### src/rtl/cv32e40x_div_if.sv
// Handshake, operand and ALU-sharing signals of the iterative divider.
// The slave modport is the divider; the master modport is the core/ALU side.
interface cv32e40x_div_if;
    logic        valid_i;
    logic        ready_o;
    logic        kill_i;
    logic [1:0]  op_i;
    logic [31:0] op_a_i;
    logic [31:0] op_b_i;
    logic        valid_o;
    logic        ready_i;
    logic [31:0] result_o;
    logic        div_clz_en_o;
    logic [31:0] div_clz_data_o;
    logic [5:0]  div_clz_result_i;
    logic        div_shift_en_o;
    logic [5:0]  div_shift_amt_o;
    logic [31:0] div_alu_op_a_o;
    logic [31:0] div_op_a_shifted_i;

    modport slave (
        input  valid_i, kill_i, op_i, op_a_i, op_b_i, ready_i,
        input  div_clz_result_i, div_op_a_shifted_i,
        output ready_o, valid_o, result_o,
        output div_clz_en_o, div_clz_data_o, div_shift_en_o, div_shift_amt_o, div_alu_op_a_o
    );

    modport master (
        output valid_i, kill_i, op_i, op_a_i, op_b_i, ready_i,
        output div_clz_result_i, div_op_a_shifted_i,
        input  ready_o, valid_o, result_o,
        input  div_clz_en_o, div_clz_data_o, div_shift_en_o, div_shift_amt_o, div_alu_op_a_o
    );
endinterface

### src/rtl/cv32e40x_div.sv
// Iterative restoring divider borrowing the ALU CLZ and shifter for divisor alignment.
// Define CV32E40X_DIV_EARLY_EXIT_EN to finish immediately when |a| < |b|.
module cv32e40x_div (
    input  logic          clk,
    input  logic          rst,
    cv32e40x_div_if.slave bus
);
    // IDLE accept | CLZ count divisor zeros | SHIFT align divisor | DIVIDE one step/cycle | FINISH sign fix, hold result
    typedef enum logic [2:0] {S_IDLE, S_CLZ, S_SHIFT, S_DIVIDE, S_FINISH} state_t;

    state_t      r_state;
    state_t      w_state_nxt;
    logic [1:0]  r_op;
    logic        r_sign_a;
    logic        r_sign_b;
    logic [31:0] r_a;
    logic [31:0] r_b;
    logic [31:0] r_q;
    logic [31:0] r_r;
    logic [31:0] r_d;
    logic [5:0]  r_cnt;

    logic        w_signed;
    logic        w_accept;
    logic        w_b_zero;
    logic        w_early;
    logic        w_r_ge_d;
    logic [31:0] w_abs_a;
    logic [31:0] w_abs_b;
    logic [31:0] w_q_res;
    logic [31:0] w_r_res;

    assign w_signed = ~bus.op_i[0];
    assign w_accept = bus.valid_i & ~bus.kill_i;
    assign w_abs_a  = (w_signed && bus.op_a_i[31]) ? (32'd0 - bus.op_a_i) : bus.op_a_i;
    assign w_abs_b  = (w_signed && bus.op_b_i[31]) ? (32'd0 - bus.op_b_i) : bus.op_b_i;
    assign w_b_zero = (bus.div_clz_result_i == 6'd32);
    assign w_r_ge_d = (r_r >= r_d);

`ifdef CV32E40X_DIV_EARLY_EXIT_EN
    assign w_early = ~w_b_zero & (r_a < r_b);
`else
    assign w_early = 1'b0;
`endif

    // Sign bits are only captured for signed ops, so unsigned results pass through.
    assign w_q_res = ((r_sign_a ^ r_sign_b) && (r_b != 32'd0)) ? (32'd0 - r_q) : r_q;
    assign w_r_res = r_sign_a ? (32'd0 - r_r) : r_r;

    always_ff @(posedge clk or posedge rst) begin
        if (rst) begin
            r_state <= S_IDLE;
        end else begin
            r_state <= w_state_nxt;
        end
    end

    always_comb begin
        w_state_nxt         = r_state;
        bus.ready_o         = 1'b0;
        bus.valid_o         = 1'b0;
        bus.result_o        = 32'd0;
        bus.div_clz_en_o    = 1'b0;
        bus.div_clz_data_o  = 32'd0;
        bus.div_shift_en_o  = 1'b0;
        bus.div_shift_amt_o = 6'd0;
        bus.div_alu_op_a_o  = 32'd0;
        case (r_state)
            S_IDLE: begin
                bus.ready_o = 1'b1;
                if (w_accept) w_state_nxt = S_CLZ;
            end
            S_CLZ: begin
                bus.div_clz_en_o   = 1'b1;
                bus.div_clz_data_o = r_b;
                w_state_nxt        = (w_b_zero || w_early) ? S_FINISH : S_SHIFT;
            end
            S_SHIFT: begin
                bus.div_shift_en_o  = 1'b1;
                bus.div_shift_amt_o = {1'b0, r_cnt[4:0]};
                bus.div_alu_op_a_o  = r_b;
                w_state_nxt         = S_DIVIDE;
            end
            S_DIVIDE: begin
                if (r_cnt == 6'd0) w_state_nxt = S_FINISH;
            end
            S_FINISH: begin
                bus.valid_o  = 1'b1;
                bus.result_o = r_op[1] ? w_r_res : w_q_res;
                if (bus.ready_i) w_state_nxt = S_IDLE;
            end
            default: w_state_nxt = S_IDLE;
        endcase
        if (bus.kill_i) w_state_nxt = S_IDLE;
    end

    always_ff @(posedge clk or posedge rst) begin
        if (rst) begin
            r_op     <= 2'd0;
            r_sign_a <= 1'b0;
            r_sign_b <= 1'b0;
            r_a      <= 32'd0;
            r_b      <= 32'd0;
            r_q      <= 32'd0;
            r_r      <= 32'd0;
            r_d      <= 32'd0;
            r_cnt    <= 6'd0;
        end else begin
            case (r_state)
                S_IDLE: begin
                    if (w_accept) begin
                        r_op     <= bus.op_i;
                        r_sign_a <= w_signed & bus.op_a_i[31];
                        r_sign_b <= w_signed & bus.op_b_i[31];
                        r_a      <= w_abs_a;
                        r_b      <= w_abs_b;
                    end
                end
                S_CLZ: begin
                    r_cnt <= bus.div_clz_result_i;
                    if (w_b_zero) begin
                        r_q <= 32'hFFFF_FFFF;
                        r_r <= r_a;
                    end else if (w_early) begin
                        r_q <= 32'd0;
                        r_r <= r_a;
                    end
                end
                S_SHIFT: begin
                    r_d <= bus.div_op_a_shifted_i;
                    r_r <= r_a;
                    r_q <= 32'd0;
                end
                S_DIVIDE: begin
                    if (w_r_ge_d) r_r <= r_r - r_d;
                    r_q <= {r_q[30:0], w_r_ge_d};
                    r_d <= r_d >> 1;
                    if (r_cnt != 6'd0) r_cnt <= r_cnt - 6'd1;
                end
                default: ;
            endcase
        end
    end
endmodule

### src/flat_wrapper.sv
// flat-port wrapper written by rule: the top's interface ports become plain ports
module cv32e40x_div_flat 
  (clk, rst, bus_valid_i, bus_kill_i, bus_op_i, bus_op_a_i, bus_op_b_i, bus_ready_i, bus_div_clz_result_i, bus_div_op_a_shifted_i, bus_ready_o, bus_valid_o, bus_result_o, bus_div_clz_en_o, bus_div_clz_data_o, bus_div_shift_en_o, bus_div_shift_amt_o, bus_div_alu_op_a_o);
  cv32e40x_div_if bus_i ();
  input  logic clk;
  input  logic rst;
  input wire logic [$bits(bus_i.valid_i)-1:0] bus_valid_i;
  input wire logic [$bits(bus_i.kill_i)-1:0] bus_kill_i;
  input wire logic [$bits(bus_i.op_i)-1:0] bus_op_i;
  input wire logic [$bits(bus_i.op_a_i)-1:0] bus_op_a_i;
  input wire logic [$bits(bus_i.op_b_i)-1:0] bus_op_b_i;
  input wire logic [$bits(bus_i.ready_i)-1:0] bus_ready_i;
  input wire logic [$bits(bus_i.div_clz_result_i)-1:0] bus_div_clz_result_i;
  input wire logic [$bits(bus_i.div_op_a_shifted_i)-1:0] bus_div_op_a_shifted_i;
  output wire logic [$bits(bus_i.ready_o)-1:0] bus_ready_o;
  output wire logic [$bits(bus_i.valid_o)-1:0] bus_valid_o;
  output wire logic [$bits(bus_i.result_o)-1:0] bus_result_o;
  output wire logic [$bits(bus_i.div_clz_en_o)-1:0] bus_div_clz_en_o;
  output wire logic [$bits(bus_i.div_clz_data_o)-1:0] bus_div_clz_data_o;
  output wire logic [$bits(bus_i.div_shift_en_o)-1:0] bus_div_shift_en_o;
  output wire logic [$bits(bus_i.div_shift_amt_o)-1:0] bus_div_shift_amt_o;
  output wire logic [$bits(bus_i.div_alu_op_a_o)-1:0] bus_div_alu_op_a_o;
  assign bus_i.valid_i = bus_valid_i;
  assign bus_i.kill_i = bus_kill_i;
  assign bus_i.op_i = bus_op_i;
  assign bus_i.op_a_i = bus_op_a_i;
  assign bus_i.op_b_i = bus_op_b_i;
  assign bus_i.ready_i = bus_ready_i;
  assign bus_i.div_clz_result_i = bus_div_clz_result_i;
  assign bus_i.div_op_a_shifted_i = bus_div_op_a_shifted_i;
  assign bus_ready_o = bus_i.ready_o;
  assign bus_valid_o = bus_i.valid_o;
  assign bus_result_o = bus_i.result_o;
  assign bus_div_clz_en_o = bus_i.div_clz_en_o;
  assign bus_div_clz_data_o = bus_i.div_clz_data_o;
  assign bus_div_shift_en_o = bus_i.div_shift_en_o;
  assign bus_div_shift_amt_o = bus_i.div_shift_amt_o;
  assign bus_div_alu_op_a_o = bus_i.div_alu_op_a_o;
  cv32e40x_div u_core (.clk(clk), .rst(rst), .bus(bus_i));
endmodule
### config.mk
export PLATFORM = sky130hd
export DESIGN_NAME = cv32e40x_div_flat
export DESIGN_NICKNAME = d
export VERILOG_FILES = /design/src/rtl/cv32e40x_div_if.sv /design/src/rtl/cv32e40x_div.sv /design/src/flat_wrapper.sv
export SDC_FILE = /design/constraint.sdc
export NUM_CORES = 1
export LEC_CHECK = 0
export ABC_AREA = 1
export BUFFER_PORTS_ARGS = -buffer_cell sky130_fd_sc_hd__buf_2
export CORE_ASPECT_RATIO = 0.8
export CORE_MARGIN = 1.5
export CORE_UTILIZATION = 25
export CTS_CLUSTER_SIZE = 28
export DETAILED_ROUTE_END_ITERATION = 10
export SYNTH_ARGS = -nofsm -noshare
export SYNTH_HDL_FRONTEND = slang
export SYNTH_SLANG_ARGS = --single-unit
### constraint.sdc
create_clock -name clk -period 12.07 [get_ports clk]
set_clock_uncertainty 0.2 [all_clocks]
set_input_delay 0 -clock clk [delete_from_list [all_inputs] [get_ports clk]]
set_output_delay 0 -clock clk [all_outputs]
set_load 0.005 [all_outputs]
# Word level (Yosys, flattened, before mapping)
# Cells that the tools add are included.
# Widths: inputs -> output; s select.
# word_totals
regBits,173
output_inout_bits,106
input_bits,109
# classes
magnitude_cmp,1
reduce_logical,15
bitwise_logic,6
n_addsub,6
n_mux,27
eq_ne,11
# ops
op,count
$mux 32,11
$pmux 32 s3,2
$sub 1x32->32 const A,4
$pmux 32 s2,1
$ge 32x32->1,1
$reduce_bool 32->1,1
$sub 32x32->32,1
$mux 3,5
$pmux 3 s5,1
$pmux 6 s2,1
$eq 3x2->1 const B,2
$eq 6x6->1 const B,1
$logic_not 6->1,1
$mux 6,1
$ne 2x1->1 const B,3
$ne 3x2->1 const B,2
$reduce_and 2->1,3
$reduce_and 3->1,2
$reduce_bool 6->1,1
$sub 6x1->6 const B,1
$mux 5,1
$mux 1,4
$reduce_bool 2->1,2
$and 1x1->1,3
other kinds (8),11

# Logic depth before layout (Yosys ltp)
# depth
depth_word,5
depth_mapped,17
ltp_nobuf,16

# Least setup slack after synthesis
# No wires, ideal clock.
# synth_timing
path_type,register to register
start,register u_core.r_r[0]
end,register u_core.r_r[11]
stages_incl_launch_ff,18
slack_ps,9737
n_path_buf,1
setup_ps,116
period_less_slack_ps,2333
t_arrival_ps,2017
cell_sequence,dfrtp_1 inv_1 ha_1 inv_1 fa_1 nand2_1 nand2_1 nand3_1 nand2_2 nand2_1 nand3_1 nand2_2 nand2_1 nand2_2 buf_6 nor2_1 nand2_1 nand2_1
# synth_via
elab_chain_cells,3
word_cells_on_any_way,6
# synth_lines
item,line,source
"start, declared",cv32e40x_div.sv:19,logic [31:0] r_r;
"start signal, assigned",cv32e40x_div.sv:123,r_r <= r_a;
"start signal, assigned",cv32e40x_div.sv:126,r_r <= r_a;
"start signal, assigned",cv32e40x_div.sv:131,r_r <= r_a;
$sub 32x32->32 or $ge 32x32->1 (tied branches),"cv32e40x_div.sv:135, cv32e40x_div.sv:38",
$mux 32 or $ne 2x1->1 (tied branches),n/a,
$pmux 32 s3 or $reduce_and 3->1 (tied branches),n/a,
# Parallel ways exist; a longest one is shown, timed or not. The select of a mux whose other input is x is not followed.
# A chain may end at the register's enable or synchronous reset.

# Worst setup path in the final report
# layout_timing
start,input bus_op_a_i[31]
end,register u_core.r_a[29]
# layout_via
elab_chain_cells,2
# layout_lines
item,line,source
"start, declared",flat_wrapper.sv:10,input wire logic [$bits(bus_i.op_a_i)-1:0] bus_op_a_i;
$logic_and 1x1->1,cv32e40x_div.sv:35,assign w_abs_a = (w_signed && bus.op_a_i[31]) ? (32'd0 - bus.op_a_i) : bus.op_a_i;
$mux 32,cv32e40x_div.sv:35,
"end signal, assigned",cv32e40x_div.sv:115,r_a <= w_abs_a;
"end, declared",cv32e40x_div.sv:16,logic [31:0] r_a;
# Every way passes these cells.

==> impl_metrics.py <==
metrics = {
    "outcome": {
        "outcome": "finished, final reports clean",
    },
    "yosys": {
        "yosys-top-cells-area": "dfrtp_1, nand2_1, inv_1, nor2_1, nand3_1",
        "synth_cell_types": 45,
        "synth_top_area_share_pct": 29.9,
        "synth_commonest_cells": "nand2_1, inv_1, nor2_1",
        "yosysTopAreaCell": "dfrtp_1",
        "postSynthCellCount": 2406,
        "synth_edf_count": 0,
        "synthFlopType": "dfrtp_1",
        "ys_warn_count": 0,
        "syn_avg_cell_area_um2": 5.98,
        "syn-num-nets": 2554,
        "ys_ff_latch": 172,
        "async_reset_ff_share_pct": 100,
        "yosysSeqAreaShare_pct": 29.9,
        "synthesis.area_um2": 14400,
        "post-synth-top-count-cell": "nand2_1",
    },
    "placed_design": {
        "place_congestion": 0.937,
        "dp_slack_ns": 8.99,
        "detailed_place_hpwl_mm": 42.7,
        "port_buffers": 213,
    },
    "cells_and_area": {
        "finalNetCount": 2877,
        "multi_input_area_um2": 8450,
        "seqCellArea_um2": 4300,
        "fillers": 6316,
        "area_growth_pct": 27.7,
        "final_core_util_pct": 32.4,
        "drive_gt1_share_pct": 10.6,
    },
    "floorplan": {
        "fp.dieH_um": 218,
        "rows": 78,
        "ios": 215,
        "initial_core_util_pct": 25.4,
        "die_w_um": 271,
        "core-area_um2": 56800,
        "die_area_um2": 59100,
    },
    "sta": {
        "fmax_mhz": 294,
        "fin_crit_sh_pct": 28.2,
        "relSlewSlack_pct": 23.6,
        "hold_viol_final": 0,
        "rsz0062_at_grt": "no",
        "worst_pin_slew_ns": 1.15,
        "fin_setup_tns_ns": 0,
        "slew_viol_final": 0,
        "finalSetupViolCount": 0,
        "finalCriticalPeriod_ns": 3.41,
        "worst_slack_ns": 8.66,
        "hold_ws_ns": 0.0351,
    },
    "setup_path": {
        "cp-startpoint": "bus_op_a_i[31]",
        "cp_cell_sequence": "dlygate4sd3_1, buf_2, nand2_1, inv_1, nand2_1, o21ai_0, nand2_1, dlygate4sd3_1, nand3_1, dlygate4sd3_1, nand2_1",
        "path_delay_family": "buffers and inverters",
        "required_ns": 12.22,
        "cp_num_buf_inv": 5,
        "crit_top_cell": "nand2_1",
        "cp.depth": 11,
        "cp-end-kind": "flip-flop",
        "crit_path_max_fanout": 25,
        "critPathSlowestCell": "inv_1",
        "path_class": "input pin to flip-flop",
        "crit_path_max_incr_delay_ns": 0.74,
        "rr_startpoint": "u_core.r_state[0]",
        "cp_data_arrival_time_ns": 3.56,
        "worstSetupStartpointType": "input pin",
        "rrSetupSlack_ns": 8.76,
        "reg2regPathDepth": 9,
    },
    "power": {
        "switching_share_pct": 54.2,
        "p_int_w": 0.00207,
        "comb_power_share_pct": 62.6,
        "p_total_w": 0.00452,
        "p_switching_w": 0.00245,
        "seqPwrFrac_pct": 24.3,
        "clockPowerShare_pct": 13.1,
        "leakagePower_nw": 9.40,
        "ir_worst_vdd_mv": 0.130,
        "power.density_nw_per_um2": 246,
    },
    "clocking": {
        "clk-insertion-delay-late_ns": 0.46,
        "clk_path_buf_depth": 2,
        "root_buffer": "clkbuf_16",
        "clkSinkCount": 172,
        "holdBufCountCts": 156,
        "cts_tree": "yes",
        "post-cts-setup-buffers": 0,
        "cts_resized": 0,
        "htree_levels": 4,
        "clk_pin_slew_worst_paths_ns": 0.07,
        "cts_buffers": 17,
    },
    "global_route": {
        "grt_max_degree": 100,
        "grt_pass1_vias": 15000,
        "grt_usage_pct": 18.7,
        "antenna_found_initial": 3,
        "grt_pass1_wl_mm": 86.6,
        "gr-total-overflow": 0,
    },
    "drt": {
        "ant_nets": 0,
        "route.vias.total": 16400,
        "wl_per_cell_um": 15.9,
        "drtPass1Iterations": 6,
        "drc": 0,
        "drt-total-wl_mm": 55.7,
        "dr.first_iter.drc_count": 1393,
        "via_per_inst": 4.69,
    },
    "min_path": {
        "hold_depth": 6,
        "hp-class": "input pin to flip-flop",
        "min_from": "bus_op_i[0]",
    },
    "job": {
        "drv_cap": 0,
    },
}
==> layout by cell type (no fill, tap or decap), types with 15 or more instances in the layout <==
cell / n
a21oi_1: 132
buf_2: 213
clkbuf_16: 17
dfrtp_1: 172
dlygate4sd3_1: 156
ha_1: 38
inv_1: 343
nand2_1: 771
nand3_1: 208
nand3b_1: 15
nand4_1: 20
nor2_1: 322
nor3_1: 20
o21ai_0: 126
o221ai_1: 30
xor2_1: 40
==> metrics by stage <==
stage	std cells	area, um2
CTS	3502	18400
floorplan	2406	14400
finish	3504	18400
detailed placement	3314	16200
global placement	3314	16200
global route	3503	18400
==> tightest hold or removal path, delay by kind of cell <==
family | cells | cell delay (ns)
AOI/OAI and AO/OA | 1 | 0.07
buffers and inverters | 2 | 0.34
and+or+nand+nor | 3 | 0.24
==> logic make-up (layout without fill, tap and decap cells) <==
logic type                 Yosys count  in the layout  share of synthesized area [%]
and+or+nand+nor                   1391           1391                           39.6
buffers and inverters              430            766                           11.5
AOI/OAI and AO/OA                  328            328                           12.8
DFF                                172            172                           29.9
xor gates and xnor gates            44             44                           2.68
adders and majority gates           39             39                           3.44
other                                1              3                         0.0260
muxes                                1              1                         0.0695
==> flip-flops by register name, summed over array words and instances (netlist names) <==
register / cells
u_core.r_q: 32
u_core.r_op: 1
u_core.r_d: 32
u_core.r_r: 32
u_core.r_cnt: 6
u_core.r_a: 32
u_core.r_state: 3
u_core.r_sign_b: 1
u_core.r_sign_a: 1
u_core.r_b: 32
==> layout make-up <==
class / count / area share (%)
Timing Repair Buffer: 383 / 14.9
Multi-Input combinational cell: 1804 / 46.0
Clock inverter: 14 / 0.953
Sequential cell: 172 / 23.4
Clock buffer: 18 / 2.39
Antenna cell: 2 / 0.0272
Inverter: 351 / 7.19
Tap cell: 760 / 5.17
==> power by group through the flow <==
stage | registers [W] | clock network, W | logic (W)
4_1_cts | 0.00109 | 0.000604 | 0.00280
3_3_place_gp | 0.00109 | 0 | 0.00273
6_report | 0.00110 | 0.000592 | 0.00283
5_1_grt | 0.00112 | 0.000624 | 0.00320
3_5_place_dp | 0.00110 | 0 | 0.00273
2_1_floorplan | 0.000989 | 0 | 0.00200
==> routing by layer <==
metal,vias to the layer above,routed length (um),GRT usage (%)
met2,597,23100,27.4
met4,2,1090,4.78
met5,-,12,0
met1,7523,27400,27.8
met3,59,4120,3.41
li1,8265,-,-
==> path summary, 6_finish.rpt <==
path                                    to
max reg2reg                 u_core.r_a[17]
min                         u_core.r_b[14]
max in group asynchronous   u_core.r_a[20]
max                         u_core.r_a[29]
min in group asynchronous  u_core.r_cnt[2]
min reg2reg                 u_core.r_a[26]
(Power assumes the default switching activity.)
